File: src/rtl/pipe_skid_buffer.sv
// pipe_skid_buffer: two-entry elastic register (main + skid) between pipeline
// stages or between the core and a memory/peripheral port.
//
// Handshake: a word moves on a side only in a cycle where both valid and
// ready are high at the rising clock edge (accept = in_valid & in_ready,
// pop = out_valid & out_ready). A valid word stays on out_data unchanged
// until it is popped; in_ready, out_valid and out_data come straight from
// registers, so there is no combinational path from out_ready to in_ready.
//
// Optional build macro: PIPE_STALL_COUNT_EN adds the saturating stall_count
// output (cycles with out_valid = 1 and out_ready = 0).
//
// dbg_state exposes the occupancy FSM (0 = EMPTY, 1 = BUSY, 2 = FULL).
module pipe_skid_buffer #(
  parameter int unsigned      WIDTH     = 32,
  parameter logic [WIDTH-1:0] INIT      = '0,
  parameter int unsigned      CNT_WIDTH = 16
) (
  input  logic             clock,
  input  logic             reset,
  input  logic             flush,
  input  logic             in_valid,
  output logic             in_ready,
  input  logic [WIDTH-1:0] in_data,
  output logic             out_valid,
  input  logic             out_ready,
  output logic [WIDTH-1:0] out_data,
  output logic [1:0]       dbg_state
`ifdef PIPE_STALL_COUNT_EN
  ,
  output logic [CNT_WIDTH-1:0] stall_count
`endif
);

  typedef enum logic [1:0] {
    EMPTY = 2'd0,
    BUSY  = 2'd1,
    FULL  = 2'd2
  } state_t;

  state_t           state;
  state_t           next_state;
  logic [WIDTH-1:0] main_q;
  logic [WIDTH-1:0] skid_q;

  // Per-cycle decisions made by the next-state logic
  logic accept;
  logic pop;
  logic load_main_in;    // main <= in_data
  logic load_main_skid;  // main <= skid (FULL drains into BUSY)
  logic load_skid_in;    // skid <= in_data

  // Outputs are decoded from registered state only
  assign out_valid = (state != EMPTY);
  assign in_ready  = (state != FULL);
  assign out_data  = main_q;
  assign dbg_state = state;

  assign accept = in_valid & in_ready;
  assign pop    = out_valid & out_ready;

  // State register: asynchronous clear to EMPTY
  always_ff @(posedge clock or negedge reset) begin
    if (!reset) begin
      state <= EMPTY;
    end else begin
      state <= next_state;
    end
  end

  // Next-state and data-load decode; flush overrides everything and leaves
  // the data registers untouched (a concurrent accept is simply dropped)
  always_comb begin
    next_state     = state;
    load_main_in   = 1'b0;
    load_main_skid = 1'b0;
    load_skid_in   = 1'b0;
    if (flush) begin
      next_state = EMPTY;
    end else begin
      case (state)
        EMPTY: begin
          if (accept) begin
            load_main_in = 1'b1;
            next_state   = BUSY;
          end
        end
        BUSY: begin
          case ({accept, pop})
            2'b10: begin
              load_skid_in = 1'b1;
              next_state   = FULL;
            end
            2'b11: begin
              load_main_in = 1'b1;
              next_state   = BUSY;
            end
            2'b01: begin
              next_state = EMPTY;
            end
            default: begin
              next_state = BUSY;
            end
          endcase
        end
        FULL: begin
          // in_ready is low here, so only a pop can happen
          if (pop) begin
            load_main_skid = 1'b1;
            next_state     = BUSY;
          end
        end
        default: begin
          next_state = EMPTY;
        end
      endcase
    end
  end

  // Data registers: main holds the oldest word, skid the one behind it
  always_ff @(posedge clock or negedge reset) begin
    if (!reset) begin
      main_q <= INIT;
      skid_q <= INIT;
    end else begin
      if (load_main_in) begin
        main_q <= in_data;
      end else if (load_main_skid) begin
        main_q <= skid_q;
      end
      if (load_skid_in) begin
        skid_q <= in_data;
      end
    end
  end

`ifdef PIPE_STALL_COUNT_EN
  logic [CNT_WIDTH-1:0] stall_q;

  assign stall_count = stall_q;

  // Saturating count of cycles where a word waits on downstream; reset only
  always_ff @(posedge clock or negedge reset) begin
    if (!reset) begin
      stall_q <= '0;
    end else if (out_valid && !out_ready && (stall_q != {CNT_WIDTH{1'b1}})) begin
      stall_q <= stall_q + 1'b1;
    end
  end
`else
  // Counter width only matters when the stall counter is built in
  if (CNT_WIDTH > 0) begin : g_cnt_width_unused
  end
`endif

endmodule

File: config.mk
export PLATFORM = sky130hd
export DESIGN_NAME = pipe_skid_buffer
export DESIGN_NICKNAME = d
export VERILOG_FILES = /design/src/rtl/pipe_skid_buffer.sv
export SDC_FILE = /design/constraint.sdc
export NUM_CORES = 1
export LEC_CHECK = 0
export BUFFER_PORTS_ARGS = -buffer_cell sky130_fd_sc_hd__buf_2
export CORE_MARGIN = 5
export CORE_UTILIZATION = 56
export DETAILED_ROUTE_END_ITERATION = 12
export HOLD_SLACK_MARGIN = 0.12
export MAX_ROUTING_LAYER = met4
export PLACE_DENSITY_LB_ADDON = 0.08
export RECOVER_POWER = 50
export SYNTH_ARGS = -nofsm -noshare
export SYNTH_HDL_FRONTEND = slang
export SYNTH_SLANG_ARGS = --single-unit
File: constraint.sdc
create_clock -name clock -period 4.4 [get_ports clock]
set_input_delay 0.44 -clock clock [delete_from_list [all_inputs] [get_ports clock]]
set_output_delay 0.44 -clock clock [all_outputs]
set_load 0.05 [all_outputs]
**Yosys cells after proc, flatten, opt, wreduce, memory -nomap -nowiden**

Index checks and enable logic that the tools add are counted.

- Output and inout port bits: 36
- Bits of input ports: 37
- Register bits after elaboration: 66

- Bitwise logic cells: 2
- Reduce and logical (&&, ||, !) cells: 4
- Mux-type cells: 17
- Equal/unequal tests: 8

Operators by type and width:

| kind | number |
|---|---|
| 32-bit 2-to-1 mux | 2 |
| 1-bit 2-to-1 mux | 9 |
| 2-bit == test (second input constant) | 3 |
| 2-bit 2-to-1 mux | 3 |
| 3-bit inequality test (second input constant) | 2 |
| 2-bit one-hot mux with 3 select lines | 1 |
| 2-bit by 1-bit == test with 1-bit output (second input constant) | 2 |
| 2-bit one-hot mux with 2 select lines | 1 |
| 2-bit nonzero test | 2 |
| 1-bit bitwise AND | 2 |
| 2-bit logical NOT | 1 |
| 2-bit inequality test (second input constant) | 1 |
| 1-bit one-hot mux with 2 select lines | 1 |
| 2-bit AND reduction | 1 |

**Logic depth before layout (Yosys ltp)**

- Depth in word-level cells: 7
- Gate-level depth with buffers: 6
- Gate-level depth less buffers: 6

**Worst setup path before layout**

OpenSTA, ideal clock, no wires.

- Kind: register to register
- Start point: register state[1] (netlist: dbg_state[1])
- End point: register skid_q[10]
- Period minus slack after synthesis: 2447 ps
- Setup time: 125 ps
- Arrival time: 2322 ps
- Setup slack: 1953 ps
- Stages on the path, launching flop included: 7
- Path buffers: 1
- Cell sequence: dfrtp_1 nand2b_1 and2_1 ha_1 nand3_2 buf_2 mux2_2

- Longest elaborated chain between the ends: 6
- Elaborated cells between the ends (all ways): 9
- Classes of those cells: 3 x eq/ne; 3 x mux; 2 x bitwise; 1 x reduce/logical

Ends and longest elaborated chain:

| what | RTL line | RTL |
|---|---|---|
| start: declaration | 41 | `state_t state;` |
| start signal: assignment | 67 | `state <= next_state;` |
| 2-bit inequality test | 55 | `assign in_ready = (state != FULL);` |
| via in_ready | 23 | `output logic in_ready,` |
| 1-bit bitwise AND | 59 | `assign accept = in_valid & in_ready;` |
| 2-bit == test | 89 | `case ({accept, pop})` |
| 1-bit 2-to-1 mux | 89 |  |
| 1-bit 2-to-1 mux | 81 | `case (state)` |
| 1-bit 2-to-1 mux | 78 | `if (flush) begin` |
| end signal: assignment | 132 | `skid_q <= in_data;` |
| end: declaration | 44 | `logic [WIDTH-1:0] skid_q;` |

The timed path passes the listed nets, and every way through them passes these cells.
A chain may end at the register's enable or synchronous reset.

**Worst setup path after layout**

- Start point: register state[1] (netlist: dbg_state[1])
- End point: register skid_q[7]

- Longest elaborated chain between the ends: 6
- Elaborated cells between the ends (all ways): 9
- Classes of those cells: 3 x eq/ne; 3 x mux; 2 x bitwise; 1 x reduce/logical

Ends and longest elaborated chain:

| what | RTL line |
|---|---|
| 2-bit inequality test or 2-bit nonzero test (tied branches) | 55, 54 |
| 1-bit bitwise AND (on tied branches) | 59, 60 |
| 2-bit == test | 89 |
| 1-bit 2-to-1 mux | 89 |
| 1-bit 2-to-1 mux (*) | 81 |
| 1-bit 2-to-1 mux (*) | 78 |

Every way passes the cells marked *; elsewhere a longest branch is shown, timed or not.

==> impl_metrics.env <==
export IMPL_status="finished, violations left"
export IMPL_violations="capacitance limit, slew limit"
export IMPL_cp_top_family="simple AND/OR/NAND/NOR gates"
export IMPL_grt_pass1_vias=1990
export IMPL_dieArea_um2=6480
export IMPL_slew_headroom=-0.509
export IMPL_synth_top_area_frac=0.593
export IMPL_power_leakage_nw=1.43
export IMPL_end_kind="register"
export IMPL_dp_hpwl_um=3700
export IMPL_clockRootBuffer="clkbuf_8"
export IMPL_syn_num_nets=229
export IMPL_maxCapViolCount=1
export IMPL_startpoint_type="register"
export IMPL_yosys_area_top_type="dfrtp_1"
export IMPL_cpMaxStageDelayCell="nand3_2"
export IMPL_grt_overflow_total=0
export IMPL_multi_input_area_um2=1050
export IMPL_irDropWorstVdd_mv=0.346
export IMPL_cp_cell_sequence="or2_2 -> nand2_1 -> ha_1 -> nand3_2 -> mux2_2"
export IMPL_via_per_inst=5.63
export IMPL_yosysWarnings=0
export IMPL_synth_edf_count=0
export IMPL_cts_buffers=9
export IMPL_crit_fanout=33
export IMPL_syn_area_um2=2790
export IMPL_grt_pass1_wl_um=9630
export IMPL_fin_util=0.702
export IMPL_worst_pin_slew_ns=2.26
export IMPL_portBuffers=72
export IMPL_crit_required_ns=4.60
export IMPL_ctsHoldBuffers=0
export IMPL_fin_crit_ns=2.31
export IMPL_period_share=0.525
export IMPL_htreeDepth=3
export IMPL_synthDistinctLibCells=22
export IMPL_layout_nets=302
export IMPL_rows=25
export IMPL_finalPower_mw=1.96
export IMPL_die_h_um=80.5
export IMPL_drtAntennaViolNets=0
export IMPL_io_pins=73
export IMPL_fill_cells=377
export IMPL_setup_viol=0
export IMPL_hp_class="in2reg"
export IMPL_path_class="reg2reg"
export IMPL_drtPass1Iterations=4
export IMPL_ys_seq_area_frac=0.593
export IMPL_tns_ns=0
export IMPL_grt_usage=0.201
export IMPL_antenna_cells=0
export IMPL_layout_drive_gt1_share=0.398
export IMPL_fin_skew_ns=0.00685
export IMPL_fmax_mhz=433
export IMPL_clockBufferDepth=2
export IMPL_synth_main_ff_cell="dfrtp_1"
export IMPL_cts_sinks=66
export IMPL_seqCellArea_um2=1650
export IMPL_synth_common_cells="dfrtp_1 (66), nand2b_1 (33), mux2_2 (32)"
export IMPL_insertion_delay_ns=0.33
export IMPL_synthArstFlopShare=1.00
export IMPL_grt_start_max_net_pins=43
export IMPL_initial_utilization=0.582
export IMPL_path_clk_slew_ns=0.07
export IMPL_critPathMaxStageDelay_ns=0.64
export IMPL_hold_violations=0
export IMPL_wl_um=5690
export IMPL_cts_tree="built"
export IMPL_crit_arrival_ns=2.52
export IMPL_synth_top_cells_by_area="dfrtp_1 (59%), mux2_2 (13%), o221a_1 (12%)"
export IMPL_synth_most_common_cell="dfrtp_1"
export IMPL_antenna_found_initial=0
export IMPL_power_density_nw_per_um2=582
export IMPL_core_um2=4790
export IMPL_avgSynthCellArea_um2=14.6
export IMPL_cts_resized=0
export IMPL_path_buf_inv=0
export IMPL_post_cts_buffers=0
export IMPL_synth_cells=191
export IMPL_gp_congestion=0.763
export IMPL_die_w_um=80.5
export IMPL_rsz0062_at_grt="false"
export IMPL_drv_slew=43
export IMPL_vias=1890
export IMPL_area_delta_synth_final_pct=20.7
export IMPL_drc=0
export IMPL_wl_per_cell_um=16.9
export IMPL_drt_iter0_drc=102
export IMPL_ys_ff_latch=66
[kinds of logic after synthesis]
kind of cell,Yosys count,share of synthesized area
flip-flops,66,0.593
buffers and inverters,14,0.0301
multiplexers,35,0.140
adder cells (fa/ha/maj),1,0.00449
AO/OA/AOI/OAI,34,0.137
AND/OR/NAND/NOR,41,0.0948
[placed cells by master (no fill, tap or decap)]
cell,count
dfrtp_1,66
buf_2,53
nand2b_1,33
mux2_2,32
o221a_1,30
clkbuf_1,21
clkbuf_8,13
mux2i_1,3
inv_1,2
buf_4,2
or2_2,1
nand2_1,1
and2_1,1
nor2_2,1
nand3_1,1
and4bb_4,1
a31o_4,1
nand3_2,1
o22a_1,1
nor2_1,1
o31ai_1,1
o221a_2,1
ha_1,1
bufinv_16,1
[layout make-up]
class,instances,area share
clock buffer,15,0.0555
clock inverter,1,0.00894
inverter,2,0.00223
multi-input combinational,111,0.312
sequential,66,0.491
tap,67,0.0249
timing repair buffer,74,0.105
[power by group]
group | switching (mW) | internal (mW) | total, mW
Combinational | 0.348 | 0.210 | 0.559
Sequential | 0.0806 | 0.779 | 0.859
Clock | 0.215 | 0.325 | 0.539
Total | 0.644 | 1.31 | 1.96
[metrics by stage]
step                setup slack [ns]  hold slack [ns]  area, um2  std cells
finish                          2.09            0.343       3360        336
CTS                             2.06            0.270       3380        336
floorplan                       1.95            0.144       2790        191
global placement                2.10            0.477       3170        320
detailed placement              2.07            0.484       3170        320
global route                    1.82            0.328       3360        336
[state kept, by name, summed over array words and instances, names as in the netlist]
name       flops
out_data      32
dbg_state      2
skid_q        32
[worst register-to-register path, delay by kind of cell, from the launching register on]
family | cells | cell delay (ns)
simple gates | 3 | 1.05
mux | 1 | 0.55
flops | 1 | 0.45
fa+ha+maj | 1 | 0.16
[metal layers]
metal  up-vias  part of all wire  GRT usage
met5         -                 0          -
li1        854                 -          -
met4         0            0.0084     0.0693
met2        55              0.47      0.310
met3         5             0.058     0.0538
met1       976              0.46      0.260
[worst paths after layout]
path | from | to | slack (ns) | cells past startpoint
worst max-delay path | dbg_state[1] | skid_q[7] | 2.09 | 5
worst min-delay path | flush | dbg_state[0] | 0.34 | 2
worst max register to register | dbg_state[1] | skid_q[7] | 2.09 | 5
worst min register to register | skid_q[3] | skid_q[3] | 0.50 | 1
max in group asynchronous | reset | dbg_state[0] | 2.29 | 2
min in group asynchronous | reset | out_data[27] | 0.77 | 1
Power figures use the tool's default switching activity.
